### config.mk
export PLATFORM = sky130hd
export DESIGN_NAME = umi_packet_merge
export DESIGN_NICKNAME = d
export VERILOG_FILES = /design/src/rtl/umi_packet_merge.sv
export SDC_FILE = /design/constraint.sdc
export NUM_CORES = 1
export LEC_CHECK = 0
export CORE_MARGIN = 2
export CORE_UTILIZATION = 35
export CTS_CLUSTER_SIZE = 12
export DETAILED_ROUTE_END_ITERATION = 12
export PLACE_DENSITY = 0.64
export SYNTH_ARGS = -nofsm -noshare
export SYNTH_HDL_FRONTEND = slang
export SYNTH_SLANG_ARGS = --single-unit
### constraint.sdc
create_clock -name umi_in_clk -period 12.6 [get_ports umi_in_clk]
set_input_delay 1.26 -clock umi_in_clk [delete_from_list [all_inputs] [get_ports umi_in_clk]]
set_output_delay 1.26 -clock umi_in_clk [all_outputs]
set_load 0.01 [all_outputs]
### src/rtl/umi_packet_merge.sv
// umi_packet_merge
// Merges consecutive, contiguous UMI posted writes of width IDW into wider
// ODW packets. Anything that cannot merge leaves with its width converted and
// otherwise untouched. One packet is held at a time; strict in-order.
// Optional build macro UMI_MERGE_TIMEOUT_EN: a held packet left idle in ACCUM
// for TIMEOUT cycles is flushed automatically.
//
// state | meaning
// IDLE  | nothing held; next accepted input is loaded
// ACCUM | posted write held; contiguous posted writes are merged into it
// FLUSH | held packet presented on the output until accepted
module umi_packet_merge #(
  parameter int CW      = 32,
  parameter int AW      = 64,
  parameter int IDW     = 64,
  parameter int ODW     = 256,
  parameter int ALIGN   = 1,
  parameter int TIMEOUT = 16
) (
  input  logic           umi_in_clk,
  input  logic           umi_in_nreset,
  input  logic           flush,
  input  logic           umi_in_valid,
  input  logic [CW-1:0]  umi_in_cmd,
  input  logic [AW-1:0]  umi_in_dstaddr,
  input  logic [AW-1:0]  umi_in_srcaddr,
  input  logic [IDW-1:0] umi_in_data,
  output logic           umi_in_ready,
  output logic           umi_out_valid,
  output logic [CW-1:0]  umi_out_cmd,
  output logic [AW-1:0]  umi_out_dstaddr,
  output logic [AW-1:0]  umi_out_srcaddr,
  output logic [ODW-1:0] umi_out_data,
  input  logic           umi_out_ready,
  output logic           merge_active
);

  localparam int OB = ODW / 8;
  localparam int LB = $clog2(OB);
  localparam int BW = LB + 1;
  localparam logic [4:0] REQ_POSTED = 5'h05;
  // len and eom are the only command fields allowed to differ when merging
  localparam logic [CW-1:0] NOMERGE_MASK = CW'(32'h0040_FF00);

  if (IDW > ODW) begin : g_bad_width
    $fatal(1, "umi_packet_merge: IDW must not exceed ODW");
  end
  if (TIMEOUT < 2) begin : g_bad_timeout
    $fatal(1, "umi_packet_merge: TIMEOUT must be at least 2");
  end

  typedef enum logic [1:0] {
    S_IDLE  = 2'd0,
    S_ACCUM = 2'd1,
    S_FLUSH = 2'd2
  } state_t;

  state_t           r_state;
  state_t           w_state_nxt;
  logic             r_ready_en;
  logic [CW-1:0]    r_acc_cmd;
  logic [AW-1:0]    r_acc_dst;
  logic [AW-1:0]    r_acc_src;
  logic [ODW-1:0]   r_acc_data;
  logic [BW-1:0]    r_acc_bytes;

  // umi_unpack equivalent: command field decode
  logic [4:0]       w_in_op;
  logic [2:0]       w_in_size;
  logic [7:0]       w_in_len;
  logic             w_in_eom;
  logic [16:0]      w_in_bytes;
  logic [16:0]      w_sum;
  logic [AW-1:0]    w_exp_dst;
  logic [LB-1:0]    w_end_low;
  logic             w_align_ok;
  logic             w_cmd_match;
  logic             w_mergeable;
  logic             w_merge_done;
  logic             w_load_accum;
  logic             w_accept;
  logic             w_timeout;
  logic [7:0]       w_merge_len;
  logic [CW-1:0]    w_merge_cmd;
  logic [ODW-1:0]   w_merge_data;

  assign w_in_op    = umi_in_cmd[4:0];
  assign w_in_size  = umi_in_cmd[7:5];
  assign w_in_len   = umi_in_cmd[15:8];
  assign w_in_eom   = umi_in_cmd[22];
  assign w_in_bytes = 17'({1'b0, w_in_len} + 9'd1) << w_in_size;

  assign w_sum      = 17'(r_acc_bytes) + w_in_bytes;
  assign w_exp_dst  = r_acc_dst + AW'(r_acc_bytes);
  assign w_end_low  = r_acc_dst[LB-1:0] + w_sum[LB-1:0];
  assign w_align_ok = (ALIGN == 0) ||
                      (r_acc_dst[AW-1:LB] == umi_in_dstaddr[AW-1:LB]);
  assign w_cmd_match = ((umi_in_cmd ^ r_acc_cmd) & ~NOMERGE_MASK) == '0;

  assign w_mergeable = (r_state == S_ACCUM) &&
                       (w_in_op == REQ_POSTED) &&
                       w_cmd_match &&
                       (umi_in_srcaddr == r_acc_src) &&
                       (umi_in_dstaddr == w_exp_dst) &&
                       (w_sum <= 17'(OB)) &&
                       w_align_ok;

  // after a merge: stop on eom, on a full packet, or when the next byte
  // would start a new ODW-aligned line
  assign w_merge_done = w_in_eom || (w_sum == 17'(OB)) ||
                        ((ALIGN != 0) && (w_end_low == '0));

  assign w_load_accum = (w_in_op == REQ_POSTED) && !w_in_eom &&
                        (w_in_bytes < 17'(OB));

  assign w_accept = umi_in_valid & umi_in_ready;

  // umi_pack equivalent: merged length rescaled to the held packet's size
  assign w_merge_len  = 8'((w_sum >> r_acc_cmd[7:5]) - 17'd1);
  assign w_merge_data = r_acc_data | (ODW'(umi_in_data) << {r_acc_bytes, 3'b000});

  // merged command keeps every field of the held packet except len and eom
  always_comb begin
    w_merge_cmd       = r_acc_cmd;
    w_merge_cmd[15:8] = w_merge_len;
    w_merge_cmd[22]   = w_in_eom;
  end

`ifdef UMI_MERGE_TIMEOUT_EN
  localparam int TW = $clog2(TIMEOUT);
  logic [TW-1:0] r_idle_cnt;

  // idle counter: runs only while holding in ACCUM with no accepted input
  always_ff @(posedge umi_in_clk or negedge umi_in_nreset) begin
    if (!umi_in_nreset)
      r_idle_cnt <= '0;
    else if (w_accept || (r_state != S_ACCUM))
      r_idle_cnt <= '0;
    else
      r_idle_cnt <= r_idle_cnt + TW'(1);
  end

  assign w_timeout = (r_state == S_ACCUM) && !w_accept &&
                     (r_idle_cnt == TW'(TIMEOUT - 1));
`else
  assign w_timeout = 1'b0;
`endif

  // state register; ready enable holds off the input for one cycle after reset
  always_ff @(posedge umi_in_clk or negedge umi_in_nreset) begin
    if (!umi_in_nreset) begin
      r_state    <= S_IDLE;
      r_ready_en <= 1'b0;
    end else begin
      r_state    <= w_state_nxt;
      r_ready_en <= 1'b1;
    end
  end

  // next-state decode
  always_comb begin
    w_state_nxt = r_state;
    case (r_state)
      S_IDLE: begin
        if (w_accept)
          w_state_nxt = w_load_accum ? S_ACCUM : S_FLUSH;
      end
      S_ACCUM: begin
        if (w_accept)
          w_state_nxt = (w_merge_done || flush) ? S_FLUSH : S_ACCUM;
        else if (umi_in_valid || flush || w_timeout)
          w_state_nxt = S_FLUSH;
      end
      S_FLUSH: begin
        if (umi_out_ready) begin
          if (w_accept)
            w_state_nxt = w_load_accum ? S_ACCUM : S_FLUSH;
          else
            w_state_nxt = S_IDLE;
        end
      end
      default: w_state_nxt = S_IDLE;
    endcase
  end

  // handshake and status outputs per state
  always_comb begin
    umi_in_ready  = 1'b0;
    umi_out_valid = 1'b0;
    merge_active  = 1'b0;
    case (r_state)
      S_IDLE:  umi_in_ready = r_ready_en;
      S_ACCUM: begin
        umi_in_ready = w_mergeable;
        merge_active = 1'b1;
      end
      S_FLUSH: begin
        umi_in_ready  = umi_out_ready;
        umi_out_valid = 1'b1;
      end
      default: ;
    endcase
  end

  // held packet: merge in ACCUM, otherwise load (empty or replaced on send)
  always_ff @(posedge umi_in_clk or negedge umi_in_nreset) begin
    if (!umi_in_nreset) begin
      r_acc_cmd   <= '0;
      r_acc_dst   <= '0;
      r_acc_src   <= '0;
      r_acc_data  <= '0;
      r_acc_bytes <= '0;
    end else if (w_accept) begin
      if (r_state == S_ACCUM) begin
        r_acc_cmd   <= w_merge_cmd;
        r_acc_data  <= w_merge_data;
        r_acc_bytes <= BW'(w_sum);
      end else begin
        r_acc_cmd   <= umi_in_cmd;
        r_acc_dst   <= umi_in_dstaddr;
        r_acc_src   <= umi_in_srcaddr;
        r_acc_data  <= ODW'(umi_in_data);
        r_acc_bytes <= BW'(w_in_bytes);
      end
    end
  end

  assign umi_out_cmd     = r_acc_cmd;
  assign umi_out_dstaddr = r_acc_dst;
  assign umi_out_srcaddr = r_acc_src;
  assign umi_out_data    = r_acc_data;

endmodule

# Word-level counts from Yosys, hierarchy flattened
# Index checks and enable logic that the tools add are counted.
# totals
reg_bits	425
word_cells	64
# classes
add_sub_neg	5
order_cmp	2
n_eq_ne	10
n_shift	3
n_mux	14
n_bitwise	4
n_reduce_logical	18
# ops
cell	count
$mux W256	1
$or A256 B256 Y256	1
$shl A64 B9 Y256	1
$eq A64 B64 Y1	2
$add A64 B6 Y64	1
$eq A59 B59 Y1	1
$logic_not A32 Y1	1
$xor A32 B32 Y32	1
$add A6 B17 Y17	1
$eq A17 B6 Y1 const B	1
$le A17 B6 Y1 const B	1
$lt A17 B6 Y1 const B	1
$shl A9 B3 Y17	1
$shr A17 B3 Y8	1
$mux W16	1
$mux W2	7
$add A8 B1 Y9 const B	1
$logic_and A1 B1 Y1	8
$sub A8 B1 Y8 const B	1
$mux W6	1
$pmux W2 S3	1
$add A5 B5 Y5	1
$eq A5 B3 Y1 const B	1
$logic_not A5 Y1	1
13 further kinds	18

# Logic depth before layout (Yosys ltp)
# Gate-level depths: netlist (run 1).
# logic_depth
word_depth	12
depth_mapped	25

# Worst setup path before layout (run 1)
# No wires, ideal clock.
# synth_timing
path_kind	in2out
from	in umi_in_cmd[6]
to	out umi_in_ready
t_arrival_ns	4.709
required_time_ns	11.340
setup_slack_ns	6.631
stages	17
path_buffers	3
path_cell_list	buf_2 -> buf_2 -> mux2_2 -> o221ai_1 -> nor2_1 -> o41ai_1 -> inv_1 -> ha_1 -> inv_1 -> o21bai_1 -> nor2b_1 -> clkbuf_1 -> nand4_1 -> xor2_1 -> nor4_4 -> a31oi_4 -> inv_2
# synth_via
elab_chain_len	8
word_cells_on_any_way	11
classes_between	add/sub (1); order compare (1); shift (1); mux (1); bitwise (1); reduce/logical (6)
# synth_lines
item	line_no	rtl
from (decl)	24	input logic [CW-1:0] umi_in_cmd,
parallel branches: the longest is 5 deep, another holds $add A6 B17 Y17	--	
$logic_and A1 B1 Y1 (*)	104	(umi_in_dstaddr == w_exp_dst) &&
$logic_and A1 B1 Y1 (*)	105	(w_sum <= 17'(OB)) &&
$pmux W1 S3 (*)	191	case (r_state)
to (decl)	28	output logic umi_in_ready,
# Every way passes the cells marked *.

# Final worst setup path (run 1)
# layout_timing
from	in umi_in_cmd[8]
to	out umi_in_ready
# layout_via
elab_chain_len	7
# layout_lines
item	line_no	rtl
$add A8 B1 Y9	91	assign w_in_bytes = 17'({1'b0, w_in_len} + 9'd1) << w_in_size;
$shl A9 B3 Y17	91	
$add A6 B17 Y17	93	assign w_sum = 17'(r_acc_bytes) + w_in_bytes;
$le A17 B6 Y1	105	
$logic_and A1 B1 Y1	104	
$logic_and A1 B1 Y1	105	
$pmux W1 S3	191	
# Every way passes these cells.

==> impl_metrics.toml, run 1 <==
[timing]
period_share_pct = 65.9
tightest_slew_ns = 1.26
finalSetupViolCount = 0
hold_violations = 0
setup_tns_ns = 0
rsz0062_at_grt = "false"
final.min_clock_period_ns = 8.31
finalClockSkew_ns = 0.0493
slew_viol_final = 0
worst_hold_slack_ns = 0.486
fin_ws_ns = 4.29
slew_headroom_pct = 15.3
fmax_ghz = 0.120

[route]
routedWlPerCell_um = 26.1
num_vias = 23800
drt_iter0_drc = 2996
routed_via_density = 5.73
wl_met1_mm = 46.4
drc = 0
routed.top_layer = "met5"
wl_met2_mm = 48.2
wl_mm = 109
wl_met3_mm = 11.2
first_pass_iters = 6
drtAntennaViolNets = 0

[finish]
area_growth_pct = 35.6
final_area_mm2 = 0.0331
final_util_pct = 48.0
drive_above_1_share_pct = 7.87
num-fill-cells = 6494
nets = 3427

[clock_network]
clockBufferDepth = 3
numCtsBuffers = 49
tritoncts = "built"
cts.repair.resized = 0
htreeDepth = 2
postCtsSetupRepairBufs = 0
clock_sinks = 425
worst_skew_pair.late_latency_ns = 0.63
cts_root_buf = "clkbuf_16"
hold_buffers = 0
path_clk_slew_ns = 0.06

[synth]
synth.avg_cell_area_um2 = 9.26
synth-edff-count = 0
synthCells = 2633
synth_area_mm2 = 0.0244
yosys_warnings = 0
synth_cell_types = 85
yosys_register_bits = 425
async_flop_share_pct = 100
synth_fp_nets = 2883
synth_ff_type = "dfrtp_1"
seq_area_frac_synth_pct = 43.6

[global_routing]
overflow = 0
grt_pass1_wl_mm = 155
grt_pass1_vias = 22100
grt_max_degree = 203
grt_use_total_pct = 29.1
antenna_found_initial = 12

[critical_path]
required_ns = 11.34
arrival_ns = 7.05
cp_slowest_cell = "clkdlybuf4s50_1"
crit_type = "input pin to output pin"
worst_setup_path_start_kind = "input pin"
max_stage_delay_ns = 0.79
crit_path_end_kind = "output pin"
path_cells = "clkdlybuf4s50_1 -> ha_1 -> xor2_1 -> o211ai_1 -> and2_1 -> nor2_1 -> ha_1 -> a21o_1 -> a21oi_1 -> xnor2_1 -> or3_1 -> a21oi_1 -> nand4_1 -> nor4_1 -> a31oi_4 -> buf_4 -> inv_2 -> clkdlybuf4s50_1"
cp_max_fo = 19

[floorplan]
die_w_um = 268
core_mm2 = 0.0688
fp.dieH_um = 268
io_pins = 648
fp.dieArea_mm2 = 0.0718
start_util_pct = 35.4
num_rows = 96

[power]
vdd_ir_drop_max_mv = 0.125
leakage_nw = 13.4
cellPowerDensity_mw_per_mm2 = 222

[placement]
port-buffer-count = 647
place_area_mm2 = 0.0314
hpwlAfterDp_mm = 82.2
place.gp.congestion = 0.985
pre_cts_ws_ns = 4.38

[outcome]
status = "finished clean"

[hold_path]
min_path_type = "register to register"

[run]
cap_violations = 0
[power breakdown]
part           leakage (nW)  switching (W)  internal, W
logic                  7.27        0.00211      0.00155
clock network         0.816       0.000630     0.000859
registers              5.36       0.000420      0.00176
[critical path: cells and delay by family]
kind | cells | cell delay (ns)
buffers and inverters | 4 | 1.74
AND/OR/NAND/NOR | 5 | 1.70
AO/OA/AOI/OAI | 5 | 1.05
adder cells (fa/ha/maj) | 2 | 0.85
XOR/XNOR | 2 | 0.42
[cell usage after synthesis, drive strengths merged (32+ instances only)]
library cell,instances,area share [%]
o22ai,59,1.5
o21ai,211,4.3
nor4,33,1.1
xnor2,108,3.9
nand4,47,1.2
a21oi,197,4.1
dfrtp,425,44
nor2,317,4.9
mux2,167,7.7
xor2,59,2.1
o22a,32,1.1
inv,87,1.3
a31oi,161,4.2
mux2i,56,2.3
clkbuf,87,1.3
nand2,178,2.7
buf,98,2.6
nor3,36,0.74
[cells by family (layout without fill, tap and decap cells)]
kind of cell / Yosys count / count (layout) / synth area share, %
AOI/OAI and AO/OA: 812 / 812 / 20.6
and+or+nand+nor: 709 / 709 / 13.2
DFF: 425 / 425 / 43.6
buffers and inverters: 275 / 856 / 5.33
muxes: 223 / 223 / 10.0
xor gates and xnor gates: 167 / 167 / 6.00
adders and majority gates: 21 / 21 / 1.17
other: 1 / 13 / 0.0154
[final timing paths]
path	from	end	slack, ns	cells after the start
setup / recovery	umi_in_cmd[8]	umi_in_ready	4.29	18
setup reg to reg	r_acc_bytes[0]$_DFFE_PN0P_	umi_out_srcaddr[57]$_DFFE_PN0P_	6.59	14
hold / removal	umi_out_data[35]$_DFFE_PN0P_	umi_out_data[35]$_DFFE_PN0P_	0.49	1
max in group asynchronous	umi_in_nreset	umi_out_cmd[31]$_DFFE_PN0P_	10.50	2
min in group asynchronous	umi_in_nreset	umi_out_srcaddr[39]$_DFFE_PN0P_	0.64	1
hold reg to reg	umi_out_data[35]$_DFFE_PN0P_	umi_out_data[35]$_DFFE_PN0P_	0.49	1
[cells in the final DEF, fill, tap and decap left out, types with 29 or more instances in the layout]
cell               n
clkbuf_16         49
xor2_1            59
nor2_1           315
inv_1             84
mux2i_1           56
dfrtp_1          421
nand2_1          177
o21ai_0          190
a31oi_1          160
nor4_1            29
o22a_1            32
xnor2_1          108
mux2_2           108
mux2_1            59
o22ai_1           59
a21oi_1          196
clkdlybuf4s50_1  646
nor3_1            36
nand4_1           46
[metrics by stage]
| step | std cells | power, W |
|---|---|---|
| 6_report | 4157 | 0.00733 |
| 5_1_grt | 4157 | 0.00766 |
| 4_1_cts | 4145 | 0.00729 |
| 3_5_place_dp | 4057 | 0.00578 |
| 3_3_place_gp | 4057 | 0.00576 |
| 2_1_floorplan | 2633 | 0.00397 |
[metal layers]
layer  global-route usage [%]  vias to the layer above
li1                         -                    10600
met1                     41.3                    11800
met2                     43.2                     1186
met3                     8.11                      152
met4                     7.96                        2
met5                        0                        -
[flip-flops by register name, summed over array words and instances (netlist names)]
register,cells
r_acc_bytes,6
r_ready_en,1
r_state,2
umi_out_cmd,32
umi_out_data,256
umi_out_dstaddr,64
umi_out_srcaddr,64
[area by class of cell]
| cell class | count | area (µm²) | area share, % |
|---|---|---|---|
| Clock buffer | 67 | 1390 | 4.22 |
| Sequential cell | 425 | 10600 | 32.2 |
| Clock inverter | 21 | 259 | 0.784 |
| Multi-Input combinational cell | 1933 | 12500 | 37.7 |
| Inverter | 90 | 338 | 1.02 |
| Tap cell | 931 | 1160 | 3.52 |
| Antenna cell | 12 | 30.0 | 0.0908 |
| Timing Repair Buffer | 678 | 6760 | 20.5 |
Power figures use the tool's default switching activity.
==> run 2, diff against run 1 <==
--- a/config.mk
+++ b/config.mk
@@ -9,7 +9,7 @@
 export CORE_UTILIZATION = 35
 export CTS_CLUSTER_SIZE = 12
 export DETAILED_ROUTE_END_ITERATION = 12
-export PLACE_DENSITY = 0.64
+export PLACE_DENSITY = 0.66
 export SYNTH_ARGS = -nofsm -noshare
 export SYNTH_HDL_FRONTEND = slang
 export SYNTH_SLANG_ARGS = --single-unit
==> constraint.sdc (replaced) <==
create_clock -name umi_in_clk -period 7.55 [get_ports umi_in_clk]
set_input_delay 0.755 -clock umi_in_clk [delete_from_list [all_inputs] [get_ports umi_in_clk]]
set_output_delay 0.755 -clock umi_in_clk [all_outputs]
set_load 0.01 [all_outputs]
==> run 2 against run 1 <==
  * Register-to-register slack worse by 4.6 ns
  * Critical path depth fell by 1
  * Utilization increased by 0.058 points
  * Non-clock buffer count increased by 11
  * Largest power group unchanged
  * Sequential share of layout area about the same
  * First-iteration DRC count fell by 2.7%
  * Clock power rose by 58%
  * Setup slack got worse by 3.5 ns
  * Flip-flop and latch count stayed put
  * Count of clock-buffer cells in the layout grew 3
  * Largest cell class unchanged
  * Routed wire length is 0.65% higher
==> impl_metrics.toml, run 2 (same netlist as run 1, synthesis figures left out) <==
[timing]
final.min_clock_period_ns = 6.79
slew_headroom_pct = 17.5
finalClockSkew_ns = 0.0367
rsz0062_at_grt = "false"
fmax_ghz = 0.147
worst_hold_slack_ns = 0.0812
tightest_slew_ns = 1.22
slew_viol_final = 0
hold_violations = 0
finalSetupViolCount = 0
setup_tns_ns = 0
period_share_pct = 89.9

[route]
first_pass_iters = 8
wl_met1_mm = 47.1
wl_mm = 109
drc = 0
drtAntennaViolNets = 0
routed_via_density = 5.79
wl_met2_mm = 47.3
routedWlPerCell_um = 26.3
routed.top_layer = "met5"
wl_met3_mm = 10.9
num_vias = 24100
drt_iter0_drc = 2914

[floorplan]
fp.dieArea_mm2 = 0.0718
num_rows = 96
core_mm2 = 0.0688
start_util_pct = 35.4
die_w_um = 268
fp.dieH_um = 268
io_pins = 648

[power]
cellPowerDensity_mw_per_mm2 = 367
vdd_ir_drop_max_mv = 0.202
leakage_nw = 13.5

[outcome]
status = "finished clean"

[clock_network]
postCtsSetupRepairBufs = 0
numCtsBuffers = 49
clockBufferDepth = 3
path_clk_slew_ns = 0.07
cts_root_buf = "clkbuf_16"
worst_skew_pair.late_latency_ns = 0.61
cts.repair.resized = 0
tritoncts = "built"
hold_buffers = 0
clock_sinks = 425
htreeDepth = 2

[run]
cap_violations = 0

[critical_path]
path_cells = "clkdlybuf4s50_1 -> ha_1 -> mux2_2 -> o221ai_1 -> nor2_1 -> o41ai_1 -> inv_1 -> ha_1 -> inv_1 -> o21bai_1 -> nor2b_1 -> nand4_1 -> xor2_1 -> nor4_4 -> a31oi_4 -> inv_2 -> clkdlybuf4s50_1"
required_ns = 6.80
cp_max_fo = 13
crit_type = "input pin to output pin"
max_stage_delay_ns = 0.63
worst_setup_path_start_kind = "input pin"
arrival_ns = 6.03
crit_path_end_kind = "output pin"
cp_slowest_cell = "clkdlybuf4s50_1"
r2r_cells = 13
rrSetupSlack_ns = 2.02

[finish]
drive_above_1_share_pct = 8.04
regArea_mm2 = 0.0106
final_common_cell = "clkdlybuf4s50_1"
final_area_mm2 = 0.0331
nets = 3438
layout_common_cells = "clkdlybuf4s50_1, dfrtp_1, nor2_1"
num-fill-cells = 6570
area_growth_pct = 35.8
multiInputGateArea_mm2 = 0.0125
largest_reg_flops = 256

[global_routing]
overflow = 0
antenna_found_initial = 10
grt_use_total_pct = 29.3
grt_pass1_wl_mm = 156
grt_max_degree = 174
grt_pass1_vias = 22700

[placement]
place.gp.congestion = 1.02
port-buffer-count = 647
hpwlAfterDp_mm = 83.2
place_area_mm2 = 0.0315

[hold_path]
min_path_type = "input pin to asynchronous set/reset pin"
[run 2: cell types whose count changed in the layout (fill, tap and decap cells not counted), moves of 3 or more]
cell	before	now
diode_2	12	8
buf_4	27	33
buf_12	4	9
clkbuf_1	8	12
bufinv_16	4	1
[run 2: area by class of cell]
type | instances | share of cell area, %
multi-input combinational | 1933 | 37.7
timing repair buffer | 689 | 20.9
clock buffer | 70 | 4.22
antenna | 8 | 0.0605
clock inverter | 16 | 0.473
sequential | 425 | 32.2
tap | 931 | 3.52
inverter | 90 | 1.02
[run 2: through the flow]
step	std cells	power [W]	worst slack, ns	utilization, %
after global routing	4162	0.0127	0.320	48.1
after floorplan	2633	0.00662	2.44	-
after CTS	4154	0.0121	0.848	48.1
after detailed placement	4068	0.00968	0.728	45.8
final	4162	0.0121	0.761	48.1
after global placement	4068	0.00965	0.822	45.8
[run 2: worst max-delay path, delay by kind of cell]
family / cells / cell delay [ns]
simple gates: 4 / 1.18
xor+xnor: 1 / 0.25
mux: 1 / 0.32
compound gates: 4 / 1.22
fa+ha+maj: 2 / 0.83
buf+inv: 5 / 1.49
[run 2: layer usage]
| metal | up-vias | GRT usage [%] |
|---|---|---|
| met1 | 12000 | 41.5 |
| met5 | - | 0 |
| met2 | 1264 | 43.1 |
| li1 | 10700 | - |
| met3 | 201 | 7.99 |
| met4 | 4 | 9.97 |
[run 2: final timing paths]
check                                                  start                               to
worst max-delay path                           umi_in_cmd[8]                     umi_in_ready
worst min-delay path                           umi_in_nreset  umi_out_srcaddr[10]$_DFFE_PN0P_
worst max register to register    r_acc_bytes[0]$_DFFE_PN0P_     umi_out_data[75]$_DFFE_PN0P_
worst min register to register  umi_out_data[29]$_DFFE_PN0P_     umi_out_data[29]$_DFFE_PN0P_
max in group asynchronous                      umi_in_nreset    umi_out_data[150]$_DFFE_PN0P_
min in group umi_in_clk         umi_out_data[29]$_DFFE_PN0P_     umi_out_data[29]$_DFFE_PN0P_
[run 2: power breakdown]
group	total [W]	switching (W)	internal, W
sequential	0.00366	0.000717	0.00294
clock	0.00235	0.00103	0.00132
combinational	0.00614	0.00352	0.00262
total	0.0121	0.00527	0.00688
